File: src/rtl/vxfer_pkg.sv
// ---------------------------------------------------------------------------
// vxfer_pkg
// Shared definitions for the vector memory transfer engine (vec_mem_xfer).
//   - vxfer_state_e : controller states
//   - OP_LOAD/OP_STORE : encodings of the Op input
//   - clog2() : ceiling log2, used to size the lane counter
// Optional feature macro used by this slice: VXFER_STRIDE_EN
// (see vxfer_addr_gen.sv).
// ---------------------------------------------------------------------------
package vxfer_pkg;

  // Transfer controller states. LOAD and STORE issue requests; DRAIN waits
  // for the last read beat; FIN produces the one-cycle Done pulse.
  typedef enum logic [2:0] {
    IDLE  = 3'd0,
    LOAD  = 3'd1,
    DRAIN = 3'd2,
    STORE = 3'd3,
    FIN   = 3'd4
  } vxfer_state_e;

  localparam logic OP_LOAD  = 1'b0;
  localparam logic OP_STORE = 1'b1;

  // Ceiling log2 of n. Returns 0 for n <= 1, so callers that need at least
  // one bit must clamp the result themselves.
  function automatic int clog2(input int n);
    int r;
    r = 0;
    for (int i = 0; i < 31; i++) begin
      if ((1 << i) < n) r = i + 1;
    end
    return r;
  endfunction

endpackage

File: src/rtl/vxfer_addr_gen.sv
// ---------------------------------------------------------------------------
// vxfer_addr_gen
// Address accumulator for the vector transfer engine. The accumulator value
// is the memory address output directly, so the address is registered.
//
// Ports:
//   clk       in   clock, all updates on posedge
//   rst       in   asynchronous active-high reset, clears address to 0
//   i_load    in   load i_base (and the stride) into the accumulator
//   i_step    in   request accepted: advance the accumulator by one element
//   i_base    in   [ADDR_W] address of lane 0
//   i_stride  in   [ADDR_W] two's-complement element stride
//   o_addr    out  [ADDR_W] current element address
//
// Configuration macro VXFER_STRIDE_EN:
//   defined   - stride is latched on i_load and added on every step
//   undefined - i_stride is ignored, the accumulator is a plain +1
//               incrementer (unit stride only)
// Address arithmetic is modulo 2^ADDR_W in both directions.
// ---------------------------------------------------------------------------
module vxfer_addr_gen
  import vxfer_pkg::*;
#(
  parameter int ADDR_W = 16
) (
  input  logic              clk,
  input  logic              rst,
  input  logic              i_load,
  input  logic              i_step,
  input  logic [ADDR_W-1:0] i_base,
  input  logic [ADDR_W-1:0] i_stride,
  output logic [ADDR_W-1:0] o_addr
);

  logic [ADDR_W-1:0] r_addr;

`ifdef VXFER_STRIDE_EN

  logic [ADDR_W-1:0] r_stride;

  // Stride is captured together with the base so that the port may change
  // freely while a transfer is in flight.
  always_ff @(posedge clk or posedge rst) begin
    if (rst) begin
      r_stride <= '0;
    end else if (i_load) begin
      r_stride <= i_stride;
    end
  end

  // Running accumulator: Addr(k+1) = Addr(k) + stride, wrapping silently.
  // A negative stride is just a large unsigned addend here.
  always_ff @(posedge clk or posedge rst) begin
    if (rst) begin
      r_addr <= '0;
    end else if (i_load) begin
      r_addr <= i_base;
    end else if (i_step) begin
      r_addr <= r_addr + r_stride;
    end
  end

`else

  // Unit-stride build: the stride input is deliberately not used.
  logic w_unusedStride;
  assign w_unusedStride = ^i_stride;

  // Running accumulator as a simple incrementer, wrapping at 2^ADDR_W.
  always_ff @(posedge clk or posedge rst) begin
    if (rst) begin
      r_addr <= '0;
    end else if (i_load) begin
      r_addr <= i_base;
    end else if (i_step) begin
      r_addr <= r_addr + ADDR_W'(1);
    end
  end

`endif

  assign o_addr = r_addr;

endmodule

File: src/rtl/vec_mem_xfer.sv
// ---------------------------------------------------------------------------
// vec_mem_xfer
// Moves one vector register image (LANES elements of DATA_W bits) between
// the register-file side and a single-port word memory, one element per
// accepted request, with unit or strided addressing and memory back-pressure.
//
// Parameters: DATA_W (element/word width), LANES (>= 1), ADDR_W.
//
// Ports:
//   Clk       in   clock
//   Reset     in   asynchronous active-high reset, aborts any transfer
//   Start     in   one-cycle request, only sampled in IDLE
//   Op        in   0 = load (memory -> VecOut), 1 = store (VecIn -> memory)
//   BaseAddr  in   [ADDR_W] address of lane 0
//   Stride    in   [ADDR_W] element stride (ignored unless VXFER_STRIDE_EN)
//   VecIn     in   [DATA_W*LANES] store source, lane k = [k*DATA_W +: DATA_W]
//   MemWait   in   memory not accepting the current request this cycle
//   DataIn    in   [DATA_W] read data, valid the cycle after an accepted RD
//   Addr      out  [ADDR_W] memory address
//   RD / WR   out  read / write request (never both high)
//   DataOut   out  [DATA_W] write data
//   VecOut    out  [DATA_W*LANES] load result, complete from Done onwards
//   Busy      out  high whenever the engine is not idle
//   Done      out  one-cycle completion pulse
//
// Configuration macro VXFER_STRIDE_EN: enables the general stride path in
// vxfer_addr_gen; without it addressing is unit-stride only.
//
// All outputs come straight from flops. The output logic below computes the
// value each output must have in the *next* state, and a register stage
// captures it on the same edge that moves the state.
// ---------------------------------------------------------------------------
module vec_mem_xfer
  import vxfer_pkg::*;
#(
  parameter int DATA_W = 16,
  parameter int LANES  = 16,
  parameter int ADDR_W = 16
) (
  input  logic                    Clk,
  input  logic                    Reset,
  input  logic                    Start,
  input  logic                    Op,
  input  logic [ADDR_W-1:0]       BaseAddr,
  input  logic [ADDR_W-1:0]       Stride,
  input  logic [DATA_W*LANES-1:0] VecIn,
  input  logic                    MemWait,
  input  logic [DATA_W-1:0]       DataIn,
  output logic [ADDR_W-1:0]       Addr,
  output logic                    RD,
  output logic                    WR,
  output logic [DATA_W-1:0]       DataOut,
  output logic [DATA_W*LANES-1:0] VecOut,
  output logic                    Busy,
  output logic                    Done
);

  // A one-lane build still needs a one-bit counter.
  localparam int                CNT_W     = (LANES > 1) ? clog2(LANES) : 1;
  localparam logic [CNT_W-1:0]  LAST_LANE = CNT_W'(LANES - 1);

  vxfer_state_e            r_state;
  vxfer_state_e            w_stateNext;

  logic [CNT_W-1:0]        r_lane;
  logic [CNT_W-1:0]        r_capLane;
  logic                    r_pending;
  logic [DATA_W*LANES-1:0] r_vecIn;
  logic [DATA_W*LANES-1:0] r_vecOut;

  logic                    r_rd;
  logic                    r_wr;
  logic                    r_busy;
  logic                    r_done;
  logic [DATA_W-1:0]       r_dataOut;

  logic                    w_start;
  logic                    w_accept;
  logic                    w_lastLane;
  logic                    w_rdNext;
  logic                    w_wrNext;
  logic                    w_busyNext;
  logic                    w_doneNext;
  logic [DATA_W-1:0]       w_dataOutNext;
  logic [DATA_W-1:0]       w_storeData;
  logic [ADDR_W-1:0]       w_addr;

  // Start only counts in IDLE; a request is accepted whenever one is being
  // presented (LOAD or STORE) and the memory is not stalling.
  assign w_start    = (r_state == IDLE) && Start;
  assign w_accept   = ((r_state == LOAD) || (r_state == STORE)) && !MemWait;
  assign w_lastLane = (r_lane == LAST_LANE);

  // -------------------------------------------------------------------------
  // Address accumulator: loaded with the base on Start, advanced by one
  // element on every accepted request.
  // -------------------------------------------------------------------------
  vxfer_addr_gen #(
    .ADDR_W (ADDR_W)
  ) u_addr_gen (
    .clk      (Clk),
    .rst      (Reset),
    .i_load   (w_start),
    .i_step   (w_accept),
    .i_base   (BaseAddr),
    .i_stride (Stride),
    .o_addr   (w_addr)
  );

  // -------------------------------------------------------------------------
  // FSM state register.
  // -------------------------------------------------------------------------
  always_ff @(posedge Clk or posedge Reset) begin
    if (Reset) begin
      r_state <= IDLE;
    end else begin
      r_state <= w_stateNext;
    end
  end

  // -------------------------------------------------------------------------
  // FSM next-state logic. The state choice made on Start is what records Op,
  // so no separate Op register is kept.
  // -------------------------------------------------------------------------
  always_comb begin
    w_stateNext = r_state;
    case (r_state)
      IDLE: begin
        if (Start) w_stateNext = (Op == OP_STORE) ? STORE : LOAD;
      end
      LOAD: begin
        if (w_accept && w_lastLane) w_stateNext = DRAIN;
      end
      DRAIN: begin
        w_stateNext = FIN;
      end
      STORE: begin
        if (w_accept && w_lastLane) w_stateNext = FIN;
      end
      FIN: begin
        w_stateNext = IDLE;
      end
      default: begin
        w_stateNext = IDLE;
      end
    endcase
  end

  // -------------------------------------------------------------------------
  // Store data selector: the element following the one currently on
  // DataOut. A loop over constant lane indices keeps every part-select in
  // range even when the counter sits on the last lane.
  // -------------------------------------------------------------------------
  always_comb begin
    w_storeData = '0;
    for (int i = 0; i < LANES; i++) begin
      if (i == int'(r_lane) + 1) w_storeData = r_vecIn[i*DATA_W +: DATA_W];
    end
  end

  // -------------------------------------------------------------------------
  // FSM output logic: next values of the registered outputs. RD/WR simply
  // follow the request states, so they stay high through a stall and are
  // never high together.
  // -------------------------------------------------------------------------
  always_comb begin
    w_rdNext      = (w_stateNext == LOAD);
    w_wrNext      = (w_stateNext == STORE);
    w_busyNext    = (w_stateNext != IDLE);
    w_doneNext    = (w_stateNext == FIN);
    w_dataOutNext = r_dataOut;
    if (w_start && (Op == OP_STORE)) begin
      // Lane 0 comes straight from the port, it is latched on this same edge.
      w_dataOutNext = VecIn[DATA_W-1:0];
    end else if ((r_state == STORE) && w_accept && !w_lastLane) begin
      w_dataOutNext = w_storeData;
    end
  end

  // -------------------------------------------------------------------------
  // Output register stage.
  // -------------------------------------------------------------------------
  always_ff @(posedge Clk or posedge Reset) begin
    if (Reset) begin
      r_rd      <= 1'b0;
      r_wr      <= 1'b0;
      r_busy    <= 1'b0;
      r_done    <= 1'b0;
      r_dataOut <= '0;
    end else begin
      r_rd      <= w_rdNext;
      r_wr      <= w_wrNext;
      r_busy    <= w_busyNext;
      r_done    <= w_doneNext;
      r_dataOut <= w_dataOutNext;
    end
  end

  // -------------------------------------------------------------------------
  // Lane counter, store-source latch and read bookkeeping. r_capLane
  // remembers which lane the accepted read belongs to, because the counter
  // has already moved on by the time the data arrives. r_pending is set only
  // for an accepted read, so a stalled cycle never captures DataIn.
  // -------------------------------------------------------------------------
  always_ff @(posedge Clk or posedge Reset) begin
    if (Reset) begin
      r_lane    <= '0;
      r_capLane <= '0;
      r_pending <= 1'b0;
      r_vecIn   <= '0;
    end else begin
      if (w_start) begin
        r_lane  <= '0;
        r_vecIn <= VecIn;
      end else if (w_accept) begin
        r_lane  <= r_lane + CNT_W'(1);
      end
      if (w_accept) r_capLane <= r_lane;
      r_pending <= (r_state == LOAD) && w_accept;
    end
  end

  // -------------------------------------------------------------------------
  // Load result register: one lane written per returned read beat. It is
  // not cleared on Start, so it keeps the previous result until overwritten.
  // -------------------------------------------------------------------------
  always_ff @(posedge Clk or posedge Reset) begin
    if (Reset) begin
      r_vecOut <= '0;
    end else if (r_pending) begin
      for (int i = 0; i < LANES; i++) begin
        if (i == int'(r_capLane)) r_vecOut[i*DATA_W +: DATA_W] <= DataIn;
      end
    end
  end

  assign Addr    = w_addr;
  assign RD      = r_rd;
  assign WR      = r_wr;
  assign DataOut = r_dataOut;
  assign VecOut  = r_vecOut;
  assign Busy    = r_busy;
  assign Done    = r_done;

endmodule

File: config.mk
export PLATFORM = sky130hd
export DESIGN_NAME = vec_mem_xfer
export DESIGN_NICKNAME = d
export VERILOG_FILES = /design/src/rtl/vxfer_pkg.sv /design/src/rtl/vxfer_addr_gen.sv /design/src/rtl/vec_mem_xfer.sv
export SDC_FILE = /design/constraint.sdc
export NUM_CORES = 1
export LEC_CHECK = 0
export BUFFER_PORTS_ARGS = -buffer_cell sky130_fd_sc_hd__clkbuf_2
export CAP_MARGIN = 20
export CELL_PAD_IN_SITES_DETAIL_PLACEMENT = 1
export CELL_PAD_IN_SITES_GLOBAL_PLACEMENT = 1
export CORE_UTILIZATION = 44
export CTS_CLUSTER_DIAMETER = 120
export DETAILED_ROUTE_END_ITERATION = 10
export HOLD_SLACK_MARGIN = 0.1
export PLACE_DENSITY_LB_ADDON = 0.12
export SETUP_SLACK_MARGIN = 0.2
export SLEW_MARGIN = 5
export SYNTH_ARGS = -nofsm -noshare
export SYNTH_HDL_FRONTEND = slang
export SYNTH_SLANG_ARGS = --single-unit
File: constraint.sdc
create_clock -name Clk -period 39.4 [get_ports Clk]
set_clock_uncertainty 0.05 [all_clocks]
set_input_delay 3.94 -clock Clk [delete_from_list [all_inputs] [get_ports Clk]]
set_output_delay 3.94 -clock Clk [all_outputs]
set_load 0.005 [all_outputs]
==> impl_metrics.env <==
export IMPL_fmax_mhz=161
export IMPL_comb_power_share_pct=33.7
export IMPL_dpl_hpwl_um=65000
export IMPL_status="completed"
export IMPL_critPathMaxFanout=102
export IMPL_worstSetupPathType="in2reg"
export IMPL_fp_dieW_um=237
export IMPL_p_leak_uw=0.0153
export IMPL_synth_area_leaders="dfrtp_1 58%, nand2_1 13%, mux2_2 11%"
export IMPL_synth_edf_count=0
export IMPL_clkSinkCount=560
export IMPL_p_int_uw=1440
export IMPL_yosysWarnings=0
export IMPL_wl_per_cell_um=24.7
export IMPL_setup_slack_ns=33.17
export IMPL_grt_max_degree=202
export IMPL_grt_pass1_vias=21554
export IMPL_dr_pass1_iters=5
export IMPL_r2r_end="DataOut[3]$_DFFE_PP0P_"
export IMPL_multi_input_area_mm2=0.00954
export IMPL_power_net_switching_uw=875
export IMPL_yosysUniqueCellTypes=71
export IMPL_async_flop_share_pct=100
export IMPL_cts_resized=0
export IMPL_synth_top_area_share_pct=57.8
export IMPL_fill_cells=6104
export IMPL_ctsHoldBuffers=0
export IMPL_synth_fp_nets=2706
export IMPL_min_period_ns=6.23
export IMPL_drc_errors=0
export IMPL_yosysSeqAreaShare_pct=57.8
export IMPL_root_buffer="clkbuf_16"
export IMPL_clockBufferDepth=3
export IMPL_h_tree_depth=2
export IMPL_netlist_area_mm2=0.0242
export IMPL_critPathArrivalTime_ns=6.73
export IMPL_ff_latch_area_mm2=0.0140
export IMPL_cap_violations=0
export IMPL_irDropWorstVdd_v=0.0000395
export IMPL_rsz0062_at_grt="no"
export IMPL_cpPeakStageDelay_ns=0.89
export IMPL_clock_latency_ns=0.62
export IMPL_drtIter0Drc=1359
export IMPL_end_kind="register"
export IMPL_antenna_found_initial=10
export IMPL_die_y_um=237
export IMPL_clk_pin_slew_ns=0.06
export IMPL_holdPathStages=2
export IMPL_r2r_slack_ns=35.34
export IMPL_seqPwrFrac_pct=41.1
export IMPL_crit_path_start_kind="input pin"
export IMPL_syn_area_per_cell_um2=10.1
export IMPL_ant_nets=0
export IMPL_min_from="r_vecIn[208]$_DFFE_PP0P_"
export IMPL_grt_usage_pct=32.2
export IMPL_switching_share_pct=37.8
export IMPL_reg2reg_from="r_lane[0]$_DFFE_PP0P_"
export IMPL_io_pins=601
export IMPL_nets=3216
export IMPL_cp_cell_sequence="clkbuf_2 > nor4b_4 > buf_4 > and2_1 > nand2_1 > a21oi_1 > o21ai_0 > o221ai_1 > a21o_1"
export IMPL_grt_overflow=0
export IMPL_dieArea_mm2=0.0560
export IMPL_final_hold_viol_count=0
export IMPL_place_gp_congestion=0.895
export IMPL_final_cell_mix="835 x nand2_1, 584 x clkbuf_2, 560 x dfrtp_1"
export IMPL_syn_inst=2391
export IMPL_relSlewSlack_pct=23.5
export IMPL_fin_setup_tns_ns=0
export IMPL_min_delay_path_class="reg2reg"
export IMPL_drt_wl_total_um=90400
export IMPL_slowest_stage="and2_1"
export IMPL_worstHoldEndpoint="r_vecIn[208]$_DFFE_PP0P_"
export IMPL_start_util_pct=44.7
export IMPL_synthToLayoutAreaGrowth_pct=22.9
export IMPL_layout_commonest_cell="nand2_1"
export IMPL_maxSlewViolCount=0
export IMPL_synth_top_area_cell="dfrtp_1"
export IMPL_worst_pin_slew_ns=1.15
export IMPL_synth_seq_cells=560
export IMPL_cts_setup_buffers=0
export IMPL_dp_slack_ns=32.50
export IMPL_routed_via_density=5.55
export IMPL_io_buffers=584
export IMPL_worstPathRequired_ns=39.90
export IMPL_rr_worst_depth=8
export IMPL_drive_above_1_share_pct=32.8
export IMPL_cp_startpoint="Start"
export IMPL_p_per_area_mw_per_mm2=77.7
export IMPL_cts_tree="yes"
export IMPL_pwr_share_clk_pct=25.1
export IMPL_core_mm2=0.0541
export IMPL_finalSetupViolations=0
export IMPL_cts_buffers=58
export IMPL_grt_pass1_wl_um=137000
export IMPL_synthFlopType="dfrtp_1"
export IMPL_dr_total_vias=20269
export IMPL_timing_final_crit_share_pct=15.8
export IMPL_num_rows=85
## synth_stat cells (8+ instances only)
cell and n:
nand2_1 835, dfrtp_1 560, mux2_2 233, clkbuf_1 140, a21oi_1 97, o21ai_0 87, nor2_1 54, nand3_1 31
mux2_1 25, and3_1 23, inv_1 21, nand4_1 16, a221oi_1 15, buf_2 15, nand2b_1 14, o221ai_1 14
a221o_1 13, o21ai_1 13, o22a_1 13, and2_1 11, nor3_1 10, o211ai_1 9, nor2b_1 8
## layer usage
metal,vias up,GRT usage (%),routed length [um]
met5,-,0,38
met4,6,16.5,4800
met3,189,6.70,5490
met2,714,54.3,44600
met1,10285,39.1,35400
li1,9075,-,-
## per-stage QoR
stage	hold slack, ns	std cells	total power [uW]	utilization (%)	instance area (um^2)
after floorplan	0.387	2391	1360	-	24200
after global placement	0.406	3530	1690	51.0	27600
after detailed placement	0.408	3532	1730	51.1	27700
after CTS	0.423	3641	2320	54.8	29700
after global routing	0.441	3653	2440	55.0	29800
final	0.425	3654	2310	55.0	29800
## worst max path at each step
stage                              to  slack (ns)  depth (start not counted)
2_1_floorplan          Busy$_DFF_PP0_       19.75                          1
3_3_place_gp   DataOut[6]$_DFFE_PP0P_       32.63                          9
3_5_place_dp   DataOut[6]$_DFFE_PP0P_       32.50                          9
4_1_cts        DataOut[6]$_DFFE_PP0P_       33.15                          9
5_1_grt        DataOut[6]$_DFFE_PP0P_       32.96                          9
6_report       DataOut[6]$_DFFE_PP0P_       33.17                          9
## power groups by stage
stage	Sequential, uW	Clock [uW]	Combinational, uW
detailed placement	953	0	774
global placement	936	0	750
CTS	947	591	781
finish	951	582	780
global route	972	612	851
floorplan	914	0	450
## state kept, by name (all words and copies together), names as in the netlist
signal	cells
r_lane	4
r_vecIn	256
VecOut	256
r_capLane	4
RD	1
DataOut	16
r_state	3
r_pending	1
u_addr_gen.o_addr	16
Done	1
Busy	1
WR	1
## cell type report
cell class,count,area share [%]
Tap cell,696,2.93
Sequential cell,560,47.1
Inverter,25,0.340
Timing Repair Buffer,611,10.8
Antenna cell,8,0.0672
Clock buffer,87,5.78
Clock inverter,22,0.979
Multi-Input combinational cell,1645,32.0
## worst max-delay path: cells and delay by family
kind	cells	cell delay, ns
compound gates	4	0.58
buf+inv	2	0.88
simple gates	3	1.27
## logic make-up (layout without fill, tap and decap cells)
| kind of cell | after synthesis | in the layout | synth area share, % |
|---|---|---|---|
| buffers and inverters | 186 | 745 | 2.96 |
| adder cells (fa/ha/maj) | 6 | 6 | 0.310 |
| multiplexers | 260 | 260 | 12.1 |
| flip-flops | 560 | 560 | 57.8 |
| AND/OR/NAND/NOR | 1041 | 1041 | 17.8 |
| AO/OA/AOI/OAI | 329 | 329 | 8.72 |
| other | 0 | 8 | 0 |
| XOR/XNOR | 9 | 9 | 0.325 |
(Power assumes the default switching activity.)
